==> config.mk <==
export PLATFORM = sky130hd
export DESIGN_NAME = trigger_capture_ctrl
export DESIGN_NICKNAME = d
export VERILOG_FILES = /design/src/rtl/trigger_capture_pkg.sv /design/src/rtl/frame_hit_qualifier.sv /design/src/rtl/trigger_capture_ctrl.sv
export SDC_FILE = /design/constraint.sdc
export NUM_CORES = 1
export LEC_CHECK = 0
export CAP_MARGIN = 20
export CORE_AREA = 4 4 100 126
export CTS_CLUSTER_SIZE = 12
export DETAILED_ROUTE_END_ITERATION = 10
export DIE_AREA = 0 0 104 130
export GPL_ROUTABILITY_DRIVEN = 0
export MAX_ROUTING_LAYER = met4
export PLACE_DENSITY = 0.8
export SLEW_MARGIN = 15
export SYNTH_ARGS = -nofsm -noshare
export SYNTH_HDL_FRONTEND = slang
export SYNTH_HIERARCHICAL = 1
export SYNTH_SLANG_ARGS = --single-unit
==> constraint.sdc <==
create_clock -name clk -period 5.3 [get_ports clk]
set_clock_uncertainty 0.1 [all_clocks]
set_input_delay 1.59 -clock clk [delete_from_list [all_inputs] [get_ports clk]]
set_output_delay 1.59 -clock clk [all_outputs]
set_load 0.02 [all_outputs]
==> src/rtl/trigger_capture_pkg.sv <==
// Shared state encodings and default widths for the trigger capture sequencer.
package trigger_capture_pkg;

  typedef enum logic [2:0] {
    ST_IDLE    = 3'd0,
    ST_ARMED   = 3'd1,
    ST_CAPTURE = 3'd2,
    ST_READOUT = 3'd3,
    ST_HOLDOFF = 3'd4
  } state_t;

  localparam int CONFIRM_W_DEF = 4;
  localparam int POST_W_DEF    = 16;
  localparam int HOLD_W_DEF    = 24;
  localparam int EVT_W_DEF     = 16;

endpackage

==> src/rtl/frame_hit_qualifier.sv <==
// Sticky per-frame hit flag and consecutive-hit-frame counter; emits a
// combinational confirm pulse on the frame_done that reaches the target.
module frame_hit_qualifier
  import trigger_capture_pkg::*;
#(
  parameter int CONFIRM_W = CONFIRM_W_DEF
) (
  input  logic                 clk,
  input  logic                 reset,
  input  logic                 clear,
  input  logic                 enable,
  input  logic                 t_valid,
  input  logic                 trig_hit,
  input  logic                 frame_done,
  input  logic [CONFIRM_W-1:0] cfg_confirm_frames,
  output logic                 confirm
);

  logic                 frame_hit_q, frame_hit_d;
  logic [CONFIRM_W-1:0] confirm_cnt_q, confirm_cnt_d;
  logic [CONFIRM_W-1:0] cnt_inc;
  logic [CONFIRM_W-1:0] target;
  logic                 beat_hit;
  logic                 hit_now;

  always_comb begin
    beat_hit      = t_valid & trig_hit;
    // A hit on the frame_done beat belongs to the frame that is closing.
    hit_now       = frame_hit_q | beat_hit;
    cnt_inc       = (&confirm_cnt_q) ? confirm_cnt_q : confirm_cnt_q + 1'b1;
    target        = (cfg_confirm_frames == '0) ? CONFIRM_W'(1) : cfg_confirm_frames;
    frame_hit_d   = frame_hit_q;
    confirm_cnt_d = confirm_cnt_q;
    confirm       = 1'b0;
    if (clear) begin
      frame_hit_d   = 1'b0;
      confirm_cnt_d = '0;
    end else if (enable) begin
      if (frame_done) begin
        frame_hit_d = 1'b0;
        if (hit_now) begin
          confirm_cnt_d = cnt_inc;
          confirm       = (cnt_inc >= target);
        end else begin
          confirm_cnt_d = '0;
        end
      end else if (beat_hit) begin
        frame_hit_d = 1'b1;
      end
    end
  end

  always_ff @(posedge clk or posedge reset) begin
    if (reset) begin
      frame_hit_q   <= 1'b0;
      confirm_cnt_q <= '0;
    end else begin
      frame_hit_q   <= frame_hit_d;
      confirm_cnt_q <= confirm_cnt_d;
    end
  end

endmodule

==> src/rtl/trigger_capture_ctrl.sv <==
// Arm / qualify / post-trigger capture / readout / hold-off sequencer
// controlling the hydrophone sample ring buffer.
module trigger_capture_ctrl
  import trigger_capture_pkg::*;
#(
  parameter int CONFIRM_W = CONFIRM_W_DEF,
  parameter int POST_W    = POST_W_DEF,
  parameter int HOLD_W    = HOLD_W_DEF,
  parameter int EVT_W     = EVT_W_DEF
) (
  input  logic                 clk,
  input  logic                 reset,
  input  logic                 arm,
  input  logic                 abort,
  input  logic                 auto_rearm,
  input  logic [CONFIRM_W-1:0] cfg_confirm_frames,
  input  logic [POST_W-1:0]    cfg_post_samples,
  input  logic [HOLD_W-1:0]    cfg_holdoff_cycles,
  input  logic                 t_valid,
  input  logic                 trig_hit,
  input  logic                 frame_done,
  input  logic                 sample_valid,
  input  logic                 readout_done,
  output logic                 capture_start,
  output logic                 buf_freeze,
  output logic                 readout_req,
  output logic                 busy,
  output logic [2:0]           state,
  output logic [EVT_W-1:0]     event_count
);

  state_t               state_q, state_d;
  logic [CONFIRM_W-1:0] cfg_confirm_q, cfg_confirm_d;
  logic [POST_W-1:0]    cfg_post_q, cfg_post_d;
  logic [HOLD_W-1:0]    cfg_hold_q, cfg_hold_d;
  logic                 cfg_rearm_q, cfg_rearm_d;
  logic [POST_W-1:0]    post_cnt_q, post_cnt_d;
  logic [HOLD_W-1:0]    hold_cnt_q, hold_cnt_d;
  logic [EVT_W-1:0]     event_count_q, event_count_d;
  logic                 capture_start_q, capture_start_d;
  logic                 buf_freeze_q, buf_freeze_d;
  logic                 readout_req_q, readout_req_d;
  logic                 busy_q, busy_d;

  logic                 confirm;
  logic                 qual_clear;
  logic                 qual_enable;
  logic [POST_W-1:0]    post_next;
  logic [HOLD_W:0]      hold_next;
  logic                 hold_done;

  assign qual_clear  = (state_q != ST_ARMED) | abort;
  assign qual_enable = (state_q == ST_ARMED);

  frame_hit_qualifier #(
    .CONFIRM_W (CONFIRM_W)
  ) u_qual (
    .clk                (clk),
    .reset              (reset),
    .clear              (qual_clear),
    .enable             (qual_enable),
    .t_valid            (t_valid),
    .trig_hit           (trig_hit),
    .frame_done         (frame_done),
    .cfg_confirm_frames (cfg_confirm_q),
    .confirm            (confirm)
  );

  always_comb begin
    post_next     = post_cnt_q + POST_W'(sample_valid);
    hold_next     = {1'b0, hold_cnt_q} + 1'b1;
    // A zero hold-off still spends one cycle in HOLDOFF.
    hold_done     = (hold_next >= {1'b0, cfg_hold_q});

    state_d       = state_q;
    cfg_confirm_d = cfg_confirm_q;
    cfg_post_d    = cfg_post_q;
    cfg_hold_d    = cfg_hold_q;
    cfg_rearm_d   = cfg_rearm_q;
    post_cnt_d    = post_cnt_q;
    hold_cnt_d    = hold_cnt_q;
    event_count_d = event_count_q;

    case (state_q)
      ST_IDLE: begin
        if (arm) begin
          state_d       = ST_ARMED;
          cfg_confirm_d = cfg_confirm_frames;
          cfg_post_d    = cfg_post_samples;
          cfg_hold_d    = cfg_holdoff_cycles;
          cfg_rearm_d   = auto_rearm;
        end
      end
      ST_ARMED: begin
        if (confirm) begin
          state_d    = ST_CAPTURE;
          post_cnt_d = '0;
          if (!(&event_count_q)) event_count_d = event_count_q + 1'b1;
        end
      end
      ST_CAPTURE: begin
        post_cnt_d = post_next;
        // Second term covers a zero target, which exits without any strobe.
        if ((post_next == cfg_post_q) || (post_cnt_q == cfg_post_q)) begin
          state_d = ST_READOUT;
        end
      end
      ST_READOUT: begin
        if (readout_done) begin
          state_d    = ST_HOLDOFF;
          hold_cnt_d = '0;
        end
      end
      ST_HOLDOFF: begin
        hold_cnt_d = hold_next[HOLD_W-1:0];
        if (hold_done) begin
          state_d    = cfg_rearm_q ? ST_ARMED : ST_IDLE;
          hold_cnt_d = '0;
        end
      end
      default: state_d = ST_IDLE;
    endcase

    if (abort) begin
      state_d       = ST_IDLE;
      post_cnt_d    = '0;
      hold_cnt_d    = '0;
      event_count_d = event_count_q;
    end

    capture_start_d = (state_d == ST_CAPTURE) && (state_q != ST_CAPTURE);
    buf_freeze_d    = (state_d == ST_READOUT);
    readout_req_d   = (state_d == ST_READOUT);
    busy_d          = (state_d != ST_IDLE);
  end

  always_ff @(posedge clk or posedge reset) begin
    if (reset) begin
      state_q         <= ST_IDLE;
      cfg_confirm_q   <= '0;
      cfg_post_q      <= '0;
      cfg_hold_q      <= '0;
      cfg_rearm_q     <= 1'b0;
      post_cnt_q      <= '0;
      hold_cnt_q      <= '0;
      event_count_q   <= '0;
      capture_start_q <= 1'b0;
      buf_freeze_q    <= 1'b0;
      readout_req_q   <= 1'b0;
      busy_q          <= 1'b0;
    end else begin
      state_q         <= state_d;
      cfg_confirm_q   <= cfg_confirm_d;
      cfg_post_q      <= cfg_post_d;
      cfg_hold_q      <= cfg_hold_d;
      cfg_rearm_q     <= cfg_rearm_d;
      post_cnt_q      <= post_cnt_d;
      hold_cnt_q      <= hold_cnt_d;
      event_count_q   <= event_count_d;
      capture_start_q <= capture_start_d;
      buf_freeze_q    <= buf_freeze_d;
      readout_req_q   <= readout_req_d;
      busy_q          <= busy_d;
    end
  end

  assign state         = state_q;
  assign capture_start = capture_start_q;
  assign buf_freeze    = buf_freeze_q;
  assign readout_req   = readout_req_q;
  assign busy          = busy_q;
  assign event_count   = event_count_q;

endmodule

After elaboration in Yosys (flattened, before gate mapping)
Index checks and enable logic that the tools add are counted.
W data, S select, Z words.

storage, ports and cells
  register bits = 112
  bits in latches = 0
  memory bits (writable) = 0
  memory bits (read-only) = 0
  output and inout bits = 23
  memories kept = 0

cells by class
  add/sub/neg operators = 4
  multiply operators = 0
  divide/modulo/power cells = 0
  magnitude comparators = 2
  eq/ne operators = 12
  shifts and indexed selects = 0
  multiplexer cells = 29
  bitwise operators = 5
  reduce and logical (&&, ||, !) cells = 18

operator list
  kind                     number
  $mux W24                 3
  $pmux W24 S2             1
  $eq A16 B16 Y1           2
  $mux W16                 2
  $pmux W16 S2             1
  $add A24 B1 Y25 const B  1
  $ge A25 B24 Y1           1
  $mux W4                  6
  $mux W3                  6
  $add A16 B1 Y16          1
  $add A16 B1 Y16 const B  1
  $reduce_and A16 Y1       1
  $pmux W3 S5              1
  $eq A3 B2 Y1 const B     4
  $reduce_bool A3 Y1       4
  $reduce_and A2 Y1        5
  $mux W1                  9
  $reduce_and A4 Y1        2
  $ne A3 B3 Y1 const B     2
  $add A4 B1 Y4 const B    1
  $ge A4 B4 Y1             1
  $logic_not A4 Y1         1
  $reduce_bool A2 Y1       2
  $eq A3 B1 Y1 const B     1
  9 further kinds          11

Longest topological paths before layout
Gate-level depths: netlist of the first run.

  depth in word-level cells = 12
  depth in mapped cells = 17

Modules after synthesis
The synthesis of the first run kept the hierarchy.

modules (own cells, without submodules)
  module                times used  cells an instance  area an instance (um^2)  sequential area each (um^2)
  trigger_capture_ctrl  1           655                6010.8                   2677.6
  frame_hit_qualifier   1           43                 405.4                    125.1

Least setup slack after synthesis of the first run
OpenSTA, ideal clock, no wires.

  path kind = input to register
  from = in abort
  to = reg event_count_q[1], in the netlist event_count[1]
  arrival = 3.421 ns
  path slack = 1.652 ns
  stages on the path = 12
  path through = inv_1 -> nand2_1 -> nor3_4 -> o21ai_0 -> a21oi_1 -> nand3b_1 -> a21o_1 -> nor2_1 -> o21a_1 -> o21ai_1 -> buf_2 -> mux2_1

on the way
  longest elaborated chain between the ends = 3
  elaborated cells between the ends (all ways) = 4
  those cells by class = mux: 1; bitwise: 2; reduce/logical: 1

ends and longest elaborated chain
  what                                RTL line                     RTL
  start, declared                     trigger_capture_ctrl.sv:14   input logic abort,
  $or A1 B1 Y1                        trigger_capture_ctrl.sv:52   assign qual_clear = (state_q != ST_ARMED) | abort;
  named net qual_clear                trigger_capture_ctrl.sv:46   logic qual_clear;
  $mux W1                             frame_hit_qualifier.sv:35    if (clear) begin
  named net confirm                   trigger_capture_ctrl.sv:45   logic confirm;
  $reduce_and A4 Y1 (no source line)  --
  end signal, assigned                trigger_capture_ctrl.sv:159  event_count_q <= event_count_d;
  end, declared                       trigger_capture_ctrl.sv:39   logic [EVT_W-1:0] event_count_q, event_count_d;

The timed path passes the listed nets, and every way through them passes these cells.
A chain may end at the register's enable or synchronous reset.

Worst setup path in the final report of the first run
  from = in abort
  to = reg event_count_q[9], in the netlist event_count[9]

The elaborated chain is that of the path after synthesis.

==> results.toml, run 1 <==
[placement]
place_area_sq_um = 7290
hpwl_mm = 10.7
port-buffer-count = 76

[cts]
clk_path_buf_depth = 2
cts_resized = 0
numClockSinks = 112
cts_hold_repair.buffers = 0
cts_buffers = 9
path_clk_slew_ns = 0.07
htree_levels = 3
clock_latency_ns = 0.35
post_cts_buffers = 0
cts_root_buffer = "clkbuf_16"
cts_tree = "done"

[outcome]
status = "finished clean"

[global_route]
grt_pass1_vias = 5388
grt_pass1_wl_mm = 24.8
grt_overflow = 0
antenna_found_initial = 0
grt_start_max_net_pins = 69
track_usage_pct = 22.8

[synthesis]
ys_warn_count = 6
ys.flop_type = "dfrtp_1"
synthTopCellsByArea = "dfrtp_1 (44%), ha_1 (6.4%), nand2_1 (6.0%), o21ai_0 (4.6%), xor2_1 (4.1%)"
synth_top_cells_by_count = "dfrtp_1 (112), nand2_1 (103), o21ai_0 (59)"
ys_ff_latch = 112
yosysSeqAreaShare_pct = 43.7
syn-cell-area_sq_um = 6420
synth.distinct_cells = 60
yosysMostFrequentCell = "dfrtp_1"
synth_edf_count = 0
netlist.area_leader.share_pct = 43.7
yosys.area.top_type = "dfrtp_1"
avgSynthCellArea_sq_um = 9.19
synth_nets = 785
syn_inst = 698
synthArstFlopShare_pct = 100

[sta]
max_slew_margin_pct = 34.3
post-route-period-util_pct = 80.8
max_freq_mhz = 233
fin_crit_ns = 4.28
final.setup.tns_ns = 0
setup_viol = 0
rsz0062_at_grt = "no"
tightestPinTransition_ns = 0.981
hold_violations = 0
drv_slew = 0

[setup_path]
crit_type = "in2reg"
arrival_ns = 4.46
timing.critical_path.required_ns = 5.47
critPathLaunchType = "input pin"
r2r_cells = 14
crit_fanout = 12
reg2reg_to = "hold_cnt_q[5]$_DFFE_PP0P_"
reg2reg_from = "hold_cnt_q[0]$_DFFE_PP0P_"
endpoint_kind = "flip-flop"
r2r_slack_ns = 1.16

[power]
swShare_pct = 23.4
p_leak_nw = 3.64
power.switching_uw = 470
clkPwrFrac_pct = 41.2
p_comb_share_pct = 12.1
max-vdd-ir-drop_mv = 0.184
p_int_mw = 1.53
sequentialPowerShare_pct = 46.7
power_density_nw_per_um2 = 261

[worst_hold_path]
min_from = "event_count[3]$_DFFE_PP0P_"
min-delay-path-class = "reg2reg"
hold_depth = 1
holdPathEnd = "event_count[3]$_DFFE_PP0P_"

[layout]
multi_input_area_sq_um = 3370
design_area_sq_um = 7670
antenna_cells = 0
drive_above_1_share_pct = 8.54
fin_nets = 855
fin_util_pct = 67.0
regArea_sq_um = 2800
area_delta_synth_final_pct = 19.5
fillers = 911

[floorplan]
initial_utilization_pct = 56.0
die-area_sq_um = 13500
core_area_sq_um = 11500
io_pins = 77
rows = 44
die_w_microns = 104
chipHeight_microns = 130

[drt]
vias = 5260
avgViaCountPerCell = 5.77
wl_mm = 14.4
drt_iter0_markers = 245
wl_per_cell_microns = 15.8
drc = 0
first_pass_iters = 5
drtAntennaViolNets = 0

[run]
cap_violations = 0
worst max-delay path, stage by stage:
cell             delay, ns
clkdlybuf4s50_1       0.47
inv_1                 0.16
nand2_1               0.13
nor3_4                0.31
o21ai_0               0.14
a21oi_1               0.16
nand3b_1              0.12
a21o_1                0.21
nor2_1                0.10
o21a_1                0.17
o21ai_1               0.15
buf_4                 0.22
nor4_1                0.33
xor2_1                0.18
placed cells by master, fill, tap and decap left out, drive strengths merged, types with 10 or more instances in the layout:
cell type,count
mux2,24
nor2,41
nor3,22
ha,33
o21ai,63
nand2b,18
nand2,103
xnor2,25
clkdlybuf4s50,76
a21oi,21
a21o,10
nand4,15
nand3,28
inv,43
dfrtp,112
xor2,30
worst max-delay path by stage:
stage                                 endpoint  slack (ns)   from
global placement    event_count[9]$_DFFE_PP0P_        0.70  abort
detailed placement  event_count[9]$_DFFE_PP0P_        0.51  abort
floorplan                       busy$_DFF_PP0_        0.79  reset
finish              event_count[9]$_DFFE_PP0P_        1.02  abort
global route        event_count[9]$_DFFE_PP0P_        0.71  abort
CTS                 event_count[9]$_DFFE_PP0P_        0.87  abort
power groups by stage:
stage          combinational [mW]  sequential [mW]  clock (mW)
2_1_floorplan               0.157            0.944           0
3_3_place_gp                0.232            0.950           0
3_5_place_dp                0.245            0.953           0
4_1_cts                     0.246            0.936       0.836
5_1_grt                     0.274            0.943       0.876
6_report                    0.243            0.935       0.826
registers in the layout (all words and copies together) (netlist names), 3 cells and up:
| register | count |
|---|---|
| cfg_post_q | 16 |
| hold_cnt_q | 24 |
| cfg_confirm_q | 4 |
| cfg_hold_q | 24 |
| post_cnt_q | 16 |
| event_count | 16 |
| u_qual/confirm_cnt_q | 4 |
| state | 3 |
stage by stage:
stage | hold WS [ns] | instances | setup WS [ns] | power (mW)
finish | 0.391 | 911 | 1.02 | 2.00
global placement | 0.381 | 894 | 0.704 | 1.18
floorplan | 0.373 | 698 | 0.793 | 1.10
detailed placement | 0.375 | 894 | 0.510 | 1.20
global route | 0.414 | 911 | 0.706 | 2.09
CTS | 0.392 | 910 | 0.874 | 2.02
layer usage:
metal	track usage (%)	part of all wire, %
met1	25.1	40
met2	42.5	54
met3	4.06	4.1
met4	6.81	1.9
met5	-	0
cell families after synthesis:
group | count (synthesis) | synth area share, %
AOI/OAI and AO/OA | 133 | 12.7
xor gates and xnor gates | 55 | 7.51
adders and majority gates | 33 | 6.44
buffers and inverters | 64 | 4.02
DFF | 112 | 43.7
muxes | 25 | 4.37
and+or+nand+nor | 276 | 21.3
final cells by class:
class	instances	share of cell area, %
clock buffers	9	2.94
multi-input cells	522	43.9
flip-flops and latches	112	36.6
inverters	42	2.09
well taps	138	2.25
clock inverters	7	1.86
repair buffers	81	10.4
Note: power is estimated with default switching activity, not from simulation.
==> run 2: changes to the inputs <==
- clock period: 5.3 -> 4.1 ns (I/O delays scaled with it)
==> run 2 against run 1 <==
  * Hold slack improved by 0.0012 ns
  * Non-clock buffer count rose by 14
  * Final cell count rose by 1.5%
  * Total power rose by 20%
  * Critical path type is now reg2reg
  * Die area did not move
  * First-iteration DRC count rose by 15%
  * Critical path depth rose by 3
  * Clock-buffer cell count rose by 2
  * Clock power rose by 6.9%
  * Global-route usage rose by 0.11 points
  * Design area rose by 0.72%
  * Sequential cell count did not move
==> results.toml, run 2 (same netlist as run 1, synthesis figures left out) <==
[outcome]
status = "finished clean"

[floorplan]
initial_utilization_pct = 56.0
die_w_microns = 104
chipHeight_microns = 130
io_pins = 77
rows = 44
core_area_sq_um = 11500
die-area_sq_um = 13500

[sta]
fin_crit_ns = 3.80
post-route-period-util_pct = 92.6
final.setup.tns_ns = 0
max_freq_mhz = 263
rsz0062_at_grt = "no"
drv_slew = 0
tightestPinTransition_ns = 0.692
holdWs_ns = 0.393
setup_viol = 0
max_slew_margin_pct = 53.6
hold_violations = 0

[layout]
top_regs = "cfg_hold_q: 24 flops, hold_cnt_q: 24 flops"
final_common_cell = "dfrtp_1"
fin_nets = 869
area_delta_synth_final_pct = 20.4
fin_util_pct = 67.4
drive_above_1_share_pct = 10.2
stdcell_count = 925
fillers = 898
final_cell_mix = "dfrtp_1 (112), nand2_1 (103), clkdlybuf4s50_1 (76), o21ai_0 (59)"
antenna_cells = 0

[global_route]
grt_overflow = 0
grt_pass1_wl_mm = 24.8
grt_start_max_net_pins = 59
antenna_found_initial = 0
grt_pass1_vias = 5335
track_usage_pct = 22.9

[setup_path]
timing.critical_path.required_ns = 4.24
arrival_ns = 3.94
crit_type = "reg2reg"
crit_fanout = 16
critPathLaunchType = "flip-flop"
endpoint_kind = "flip-flop"

[placement]
numPlacedInstances = 906
port-buffer-count = 76
hpwl_mm = 10.8

[power]
swShare_pct = 24.7
sequentialPowerShare_pct = 50.1
p_int_mw = 1.82
power_density_nw_per_um2 = 312
p_comb_share_pct = 13.3
max-vdd-ir-drop_mv = 0.185
p_leak_nw = 3.67
power.switching_uw = 595
power_mw = 2.41
clkPwrFrac_pct = 36.6

[drt]
drt_iter0_markers = 282
wl_per_cell_microns = 15.7
wl_mm = 14.5
drc = 0
avgViaCountPerCell = 5.72
vias = 5292
drtAntennaViolNets = 0
first_pass_iters = 6

[cts]
cts_hold_repair.buffers = 0
cts_root_buffer = "clkbuf_16"
path_clk_slew_ns = 0.07
numClockSinks = 112
htree_levels = 3
cts_tree = "done"
cts_buffers = 9
clk_path_buf_depth = 2
clock_latency_ns = 0.35

[worst_hold_path]
min-delay-path-class = "reg2reg"

[run]
cap_violations = 0
## run 2: power groups by stage
stage                     Combinational [mW]  Sequential (mW)  Clock, mW
after global placement                 0.306             1.23          0
final                                  0.320             1.21      0.883
after global routing                   0.362             1.22      0.950
after detailed placement               0.321             1.23          0
after CTS                              0.323             1.21      0.900
after floorplan                        0.203             1.22          0
## run 2: final cells by class
class / count / area (sq um) / share of cell area [%]
Multi-Input combinational cell: 522 / 3370 / 43.6
Sequential cell: 112 / 2800 / 36.3
Timing Repair Buffer: 95 / 916 / 11.9
Clock buffer: 11 / 243 / 3.14
Tap cell: 138 / 173 / 2.24
Inverter: 42 / 161 / 2.09
Clock inverter: 5 / 56.3 / 0.729
## run 2: metal layers
| metal | wire length, microns | vias to the layer above | GRT usage, % |
|---|---|---|---|
| li1 | - | 2587 | - |
| met1 | 5940 | 2491 | 26.3 |
| met2 | 7340 | 163 | 39.7 |
| met3 | 691 | 51 | 4.26 |
| met4 | 522 | 0 | 10.1 |
| met5 | 0 | - | - |
## run 2: what timing repair did
item,CTS,global route
setup buffers,0,3
resized for setup,0,1
setup endpoints to repair,0,7
## run 2: worst paths after layout
path	startpoint	cells after the start	slack, ns	end
max in group asynchronous	reset	3	1.96	cfg_post_q[7]$_DFFE_PP0P_
max	hold_cnt_q[1]$_DFFE_PP0P_	17	0.30	hold_cnt_q[16]$_DFFE_PP0P_
max reg2reg	hold_cnt_q[1]$_DFFE_PP0P_	17	0.30	hold_cnt_q[16]$_DFFE_PP0P_
min	event_count[7]$_DFFE_PP0P_	1	0.39	event_count[7]$_DFFE_PP0P_
min reg2reg	event_count[7]$_DFFE_PP0P_	1	0.39	event_count[7]$_DFFE_PP0P_
min in group asynchronous	reset	2	1.07	u_qual/frame_hit_q$_DFFE_PP0P_
## run 2: metrics by stage
stage	cell area, sq um	setup WS (ns)
4_1_cts	7690	0.250
5_1_grt	7720	0.0327
6_report	7720	0.304
2_1_floorplan	6420	0.760
3_5_place_dp	7400	0.0842
3_3_place_gp	7400	0.148
## run 2: worst max-delay path: stages, from the launching register on
cell and delay, ns:
dfrtp_1 0.39, ha_1 0.24, nand4_2 0.18, or4_4 0.57, nor2_1 0.16, nand2_1 0.12
nor2_1 0.14, xnor2_1 0.14, inv_1 0.06, ha_1 0.28, nand3_1 0.08, nor2_1 0.20
o31ai_1 0.11, a31oi_1 0.22, nand4b_4 0.29, buf_4 0.19, a21oi_1 0.04, a21o_1 0.16
